<file path="src/rtl/shared_bus_ctrl.sv">
// Shared memory port controller fed by the cluster round-robin arbiter.
// Define BUS_TIMEOUT_EN to abort stalled transactions after TIMEOUT_CYC cycles.
module shared_bus_ctrl #(
    parameter int ADDR_W      = 16,
    parameter int DATA_W      = 32,
    parameter int TIMEOUT_CYC = 255
) (
    input  logic                clk,
    input  logic                rst,
    input  logic [2:0]          gnt_arb,
    input  logic [2:0]          core_req,
    input  logic [2:0]          core_we,
    input  logic [3*ADDR_W-1:0] core_addr,
    input  logic [3*DATA_W-1:0] core_wdata,
    output logic [2:0]          core_done,
    output logic [2:0]          core_err,
    output logic [DATA_W-1:0]   core_rdata,
    output logic                busy,
    output logic                mem_req,
    output logic                mem_we,
    output logic [ADDR_W-1:0]   mem_addr,
    output logic [DATA_W-1:0]   mem_wdata,
    input  logic                mem_ack,
    input  logic [DATA_W-1:0]   mem_rdata
);

    typedef enum logic [1:0] {
        IDLE = 2'd0,
        BUS  = 2'd1,
        DONE = 2'd2
    } state_t;

    state_t            state;
    state_t            state_nxt;
    logic [1:0]        owner;
    logic [2:0]        acc;
    logic              accept;
    logic              tmo;
    logic [1:0]        sel;
    logic              sel_we;
    logic [ADDR_W-1:0] sel_addr;
    logic [DATA_W-1:0] sel_wdata;

    assign acc = gnt_arb & core_req;

    // Lowest set index wins when the grant is not one-hot.
    always_comb begin
        sel       = 2'd0;
        sel_we    = core_we[0];
        sel_addr  = core_addr[0 +: ADDR_W];
        sel_wdata = core_wdata[0 +: DATA_W];
        if (acc[0]) begin
            sel = 2'd0;
        end else if (acc[1]) begin
            sel       = 2'd1;
            sel_we    = core_we[1];
            sel_addr  = core_addr[ADDR_W +: ADDR_W];
            sel_wdata = core_wdata[DATA_W +: DATA_W];
        end else if (acc[2]) begin
            sel       = 2'd2;
            sel_we    = core_we[2];
            sel_addr  = core_addr[2*ADDR_W +: ADDR_W];
            sel_wdata = core_wdata[2*DATA_W +: DATA_W];
        end
    end

`ifdef BUS_TIMEOUT_EN
    localparam int CNT_W = $clog2(TIMEOUT_CYC + 1);
    logic [CNT_W-1:0] cnt;
    logic             err;
    logic             limit;

    assign limit = (cnt == CNT_W'(TIMEOUT_CYC - 1));
`else
    logic limit;

    assign limit = 1'b0;
`endif

    always_ff @(posedge clk) begin
        if (!rst) begin
            state <= IDLE;
        end else begin
            state <= state_nxt;
        end
    end

    always_comb begin
        state_nxt = state;
        accept    = 1'b0;
        tmo       = 1'b0;
        unique case (state)
            IDLE: begin
                if (|acc) begin
                    accept    = 1'b1;
                    state_nxt = BUS;
                end
            end
            BUS: begin
                // An ack on the limit edge completes normally.
                if (mem_ack) begin
                    state_nxt = DONE;
                end else if (limit) begin
                    tmo       = 1'b1;
                    state_nxt = DONE;
                end
            end
            DONE:    state_nxt = IDLE;
            default: state_nxt = IDLE;
        endcase
    end

    always_ff @(posedge clk) begin
        if (!rst) begin
            owner      <= 2'd0;
            mem_we     <= 1'b0;
            mem_addr   <= '0;
            mem_wdata  <= '0;
            core_rdata <= '0;
`ifdef BUS_TIMEOUT_EN
            cnt        <= '0;
            err        <= 1'b0;
`endif
        end else begin
            if (accept) begin
                owner     <= sel;
                mem_we    <= sel_we;
                mem_addr  <= sel_addr;
                mem_wdata <= sel_wdata;
            end
            if (state == BUS && mem_ack) begin
                core_rdata <= mem_rdata;
            end else if (tmo) begin
                core_rdata <= '0;
            end
`ifdef BUS_TIMEOUT_EN
            if (accept) begin
                cnt <= '0;
                err <= 1'b0;
            end else if (tmo) begin
                err <= 1'b1;
            end else if (state == BUS && !mem_ack) begin
                cnt <= cnt + 1'b1;
            end
`endif
        end
    end

    assign busy      = (state != IDLE);
    assign mem_req   = (state == BUS);
    assign core_done = (state == DONE) ? 3'(3'b001 << owner) : 3'b000;

`ifdef BUS_TIMEOUT_EN
    assign core_err = (state == DONE && err) ? core_done : 3'b000;
`else
    assign core_err = 3'b000;
`endif

endmodule

</file>
<file path="config.mk">
export PLATFORM = sky130hd
export DESIGN_NAME = shared_bus_ctrl
export DESIGN_NICKNAME = d
export VERILOG_FILES = /design/src/rtl/shared_bus_ctrl.sv
export SDC_FILE = /design/constraint.sdc
export NUM_CORES = 1
export LEC_CHECK = 0
export ABC_AREA = 1
export BUFFER_PORTS_ARGS = -buffer_cell sky130_fd_sc_hd__buf_2
export CORE_MARGIN = 1
export CORE_UTILIZATION = 40
export DETAILED_ROUTE_END_ITERATION = 10
export PLACE_DENSITY = 0.81
export SETUP_SLACK_MARGIN = 0.2
export SYNTH_ARGS = -nofsm -noshare
export SYNTH_HDL_FRONTEND = slang
export SYNTH_SLANG_ARGS = --single-unit
</file>
<file path="constraint.sdc">
create_clock -name clk -period 1.1 [get_ports clk]
set_input_delay 0.22 -clock clk [delete_from_list [all_inputs] [get_ports clk]]
set_output_delay 0.22 -clock clk [all_outputs]
set_load 0.01 [all_outputs]
</file>
* Yosys cells after proc, flatten, opt, wreduce, memory -nomap -nowiden
Index checks and enable logic that the tools add are counted.
** Word-level totals
- Word-level logic and storage cells :: 36
- Output and inout bits :: 89
- Register bits :: 85
** Cells by class
- Reductions and logical operators :: 5
- Muxes and demuxes :: 19
- Equality and inequality tests :: 4
- Bitwise gates (word level) :: 1
- Shift-type cells :: 1
** Operators with widths (number)
- 32-bit 2-to-1 mux :: 4
- 16-bit 2-to-1 mux :: 3
- 2-bit 2-to-1 mux :: 5
- 1-bit 2-to-1 mux :: 5
- 2-bit case mux with 2 select lines :: 1
- 3-bit bitwise AND :: 1
- 3-bit 2-to-1 mux :: 1
- 3-bit OR reduction :: 1
- 1-bit by 2-bit left shift with 3-bit output (first input constant) :: 1
- 2-bit by 1-bit equality test with 1-bit output (second input constant) :: 1
- 2-bit equality test (second input constant) :: 1
- 2-bit zero test :: 1
- 2-bit by 1-bit != test with 1-bit output (second input constant) :: 1
- 2-bit != test (second input constant) :: 1
- 2-bit AND reduction :: 1
- 2-bit nonzero test :: 1
- 1-bit logical AND :: 1

* Longest topological paths before layout
- Depth in word-level cells :: 4
- Gate-level depth with buffers :: 9
- Depth with buffers taken out :: 8

* Least setup slack after synthesis
Ideal clock, no wire load.
- Path type :: register -> register
- From :: reg state[1]
- To :: reg mem_addr[10]
- Setup slack :: -57 ps
- Arrival time :: 1047 ps
- Stages on the path, launching flop included :: 9
- Library setup time :: 109 ps
- Cell sequence :: dfxtp_1 > nor2_1 > nand2_1 > buf_6 > buf_6 > nor2_1 > nand3_1 > nand2_1 > inv_1
** Between the ends
- Longest elaborated chain between the ends :: 2
** Ends and longest elaborated chain
- from (decl) :: RTL line 33 : state_t state;
- from (signal assigned) :: RTL line 84 : state <= state_nxt;
- 2-bit zero test :: RTL line 92 : unique case (state)
- 1-bit 2-to-1 mux :: RTL line 92
- to (signal assigned) :: RTL line 128 : mem_addr <= sel_addr;
- to (decl) :: RTL line 21 : output logic [ADDR_W-1:0] mem_addr,
Every way passes these cells.
A chain may end at the register's enable or synchronous reset.

* Worst setup path after layout
- From :: reg state[0]
- To :: reg core_rdata[9]
** Between the ends
- Longest elaborated chain between the ends :: 2
** Ends and longest elaborated chain
- 2-bit by 1-bit equality test with 1-bit output :: RTL line 92, 131
- 1-bit logical AND :: RTL line 131 : if (state == BUS && mem_ack) begin
- to (signal assigned) :: RTL line 132 : core_rdata <= mem_rdata;
- to (decl) :: RTL line 17 : output logic [DATA_W-1:0] core_rdata,
Every way passes these cells.

==> flow_metrics.py <==
metrics = {
    "outcome": {
        "status": "complete, but fails checks",
        "failed_checks": "setup timing",
    },
    "synth": {
        "yosysWarnings": 0,
        "synth_area_leader_cell": "dfxtp_1",
        "syn-instance-count": 762,
        "seq_area_frac_synth_pct": 36.3,
        "ys_ff_latch": 85,
        "synth_edf_count": 0,
        "synthFlopType": "dfxtp_1",
        "synthTopCellsByCount": "152 x inv_1, 140 x nand2_1, 102 x nor2_1, 85 x dfxtp_1, 83 x a21oi_1",
        "syn_area_per_cell_um2": 6.15,
        "ys_types": 18,
        "syn_area_mm2": 0.00468,
        "async_reset_ff_share_pct": 0,
        "ys_top_cells_by_area": "dfxtp_1 36%, inv_1 12%, nand2_1 11%, a21oi_1 8.9%, nand3_1 8.8%",
        "synth_top_area_share_pct": 36.3,
        "yosysMostFrequentCell": "inv_1",
    },
    "routing": {
        "drt-wirelength-per-cell_um": 15.2,
        "drc": 0,
        "routed_wl_um": 18400,
        "viasPerCell": 5.08,
        "drtAntennaViolNets": 0,
        "vias": 6151,
        "drt_iter0_markers": 362,
        "dr.pass1.iters": 6,
    },
    "power_and_ir_drop": {
        "ir_worst_vdd_uv": 793,
        "p_int_mw": 6.72,
        "switching_share_pct": 31.3,
        "p_per_area_mw_per_mm2": 1210,
        "power_frac_comb_pct": 32.2,
        "seq_power_share_pct": 37.3,
        "power.switching_mw": 3.06,
        "power_mw": 9.78,
        "p_clk_share_pct": 30.4,
        "leakagePower_nw": 4.28,
    },
    "clocking": {
        "cts_root_buf": "clkbuf_16",
        "htreeDepth": 3,
        "cts_buffers": 9,
        "clkLatencyLatePin_ns": 0.34,
        "hold_buffers": 0,
        "cts_tree": "done",
        "cts.sinks": 85,
        "clk_pin_slew_ns": 0.07,
        "clockBufferDepth": 2,
    },
    "floorplanning": {
        "fp.coreArea_mm2": 0.0114,
        "initial_utilization_pct": 41.0,
        "die_h_um": 110,
        "pin_count": 277,
        "die_area_mm2": 0.0121,
        "std_cell_rows": 39,
        "die_width_um": 110,
    },
    "final_layout": {
        "nNetsFinal": 1253,
        "drive_gt1_share_pct": 49.3,
        "multi_input_area_mm2": 0.00254,
        "seq_area_mm2": 0.00181,
        "syn_to_final_growth_pct": 72.3,
        "fillers": 906,
        "n_antenna_cell": 0,
        "final_util_pct": 70.7,
    },
    "setup_path": {
        "crit_type": "register to register",
        "endpoint_kind": "register",
        "path_buf_inv": 5,
        "worstSetupStartpointType": "register",
        "cp.depth": 9,
        "crit_top_cell": "buf_6",
        "regToRegSetupSlack_ns": -0.32,
        "arrival_ns": 1.67,
        "worstPathRequired_ns": 1.35,
        "reg2reg_depth": 9,
        "slowest_stage": "dfxtp_2",
        "cpPeakStageDelay_ns": 0.33,
        "crit_fanout": 8,
        "path_cells": "buf_6, inv_6, nor2_4, buf_6, buf_12, buf_8, nand2_8, nand2_2, a21oi_1",
        "crit_family": "buffers and inverters",
    },
    "global_routing": {
        "grt_pass1_vias": 5662,
        "grt_usage_pct": 27.4,
        "grt-ovfl-total": 0,
        "antenna_found_initial": 0,
        "grt_pass1_wl_um": 25600,
        "grt_max_degree": 38,
    },
    "timing": {
        "worst-slew-pin-transition_ns": 0.533,
        "min_period_ns": 1.42,
        "finalCritPeriodShare_pct": 129,
        "fin_worst_skew_ns": 0.0103,
        "finalMaxSlewViolations": 0,
        "fmax_mhz": 706,
        "setup_viol": 89,
        "worst_slack_ns": -0.317,
        "rsz0062_at_grt": "true",
        "finalHoldViolCount": 0,
        "slew_headroom_pct": 64.5,
    },
    "placed_design": {
        "dp_hpwl_um": 11000,
        "gp_congestion": 0.852,
        "portBuffers": 273,
    },
    "hold_path": {
        "hold_depth": 3,
        "hp-class": "input pin to register",
    },
    "run": {
        "cap_viol_max_count": 0,
    },
}
==> placed cells by master (no fill, tap or decap) <==
cell type | synthesis | layout
clkbuf_1 | 23 | 1
buf_8 | 0 | 2
nor2_1 | 102 | 100
nand4_1 | 50 | 50
inv_6 | 0 | 1
clkbuf_16 | 0 | 10
a21oi_2 | 0 | 29
dfxtp_4 | 0 | 2
buf_16 | 0 | 1
buf_4 | 9 | 48
clkinvlp_4 | 0 | 1
o21ai_2 | 1 | 1
nor2_4 | 0 | 2
nand2_4 | 0 | 22
a21oi_1 | 83 | 54
inv_2 | 3 | 3
clkinv_4 | 0 | 1
buf_6 | 5 | 87
bufinv_16 | 0 | 1
nand2_1 | 140 | 102
nand3_2 | 0 | 2
inv_1 | 152 | 151
nor2_2 | 1 | 1
nand2_2 | 2 | 17
clkinv_2 | 0 | 1
conb_1 | 1 | 3
nand3_1 | 82 | 80
nor3_2 | 0 | 2
buf_12 | 0 | 15
dfxtp_2 | 0 | 83
buf_2 | 18 | 190
nand2_8 | 0 | 5
==> final timing paths <==
path                          to           start
hold / removal     core_rdata[7]    mem_rdata[7]
hold reg to reg   core_rdata[19]  core_rdata[19]
setup / recovery   core_rdata[9]        state[0]
setup reg to reg   core_rdata[9]        state[0]
==> sequential cells by signal, summed over array words and instances (netlist names) <==
| signal | flops |
|---|---|
| core_rdata | 32 |
| mem_wdata | 32 |
| mem_we | 1 |
| mem_addr | 16 |
| state | 2 |
| owner | 2 |
==> layout make-up <==
| class | count | area share (%) |
|---|---|---|
| Clock buffer | 10 | 2.84 |
| Clock inverter | 4 | 0.636 |
| Inverter | 155 | 7.27 |
| Multi-Input combinational cell | 470 | 31.5 |
| Sequential cell | 85 | 22.5 |
| Tap cell | 143 | 2.22 |
| Timing Repair Buffer | 344 | 33.1 |
==> logic make-up after synthesis <==
| logic type | after synthesis | share of synthesized area [%] |
|---|---|---|
| other | 1 | 0.0801 |
| DFF | 85 | 36.3 |
| AOI/OAI and AO/OA | 84 | 9.06 |
| buffers and inverters | 213 | 19.1 |
| and+or+nand+nor | 379 | 35.5 |
==> worst register-to-register path, delay by kind of cell (launching register included) <==
| kind | cells | cell delay [ns] |
|---|---|---|
| AOI/OAI and AO/OA | 1 | 0.20 |
| buffers and inverters | 5 | 0.56 |
| DFF | 1 | 0.33 |
| and+or+nand+nor | 3 | 0.25 |
==> power by group through the flow <==
stage	clock (mW)	sequential, mW	combinational [mW]
floorplan	0	3.70	1.27
global placement	0	3.56	2.33
detailed placement	0	3.58	2.37
CTS	3.01	3.63	2.91
global route	3.16	3.68	3.45
finish	2.98	3.65	3.15
==> per-layer routing <==
metal  track usage (%)  wire [µm]  vias up
li1                  -          -     2970
met1              28.5       6670     2772
met2              49.4       9340      321
met3              6.76       1390       88
met4              16.6       1030        0
met5                 0          0        -
==> per-stage QoR <==
stage               cell area, µm²  setup TNS [ns]  setup slack [ns]  hold slack, ns  instances
finish                        8070          -14.73            -0.317           0.129       1211
global placement              6360           -8.21            -0.177           0.446       1150
global route                  8070          -23.37            -0.374           0.127       1211
floorplan                     4790          -0.353           -0.0141           0.384        764
detailed placement            6360           -9.23            -0.181           0.451       1150
CTS                           7650          -14.69            -0.310           0.121       1194
==> what timing repair did <==
| item | CTS | global route |
|---|---|---|
| gates cloned | 4 | 2 |
| pin swaps | 12 | 18 |
| resized for setup | 201 | 70 |
| setup endpoints to repair | 171 | 171 |
| setup buffers | 26 | 15 |
Note: power is estimated with default switching activity, not from simulation.
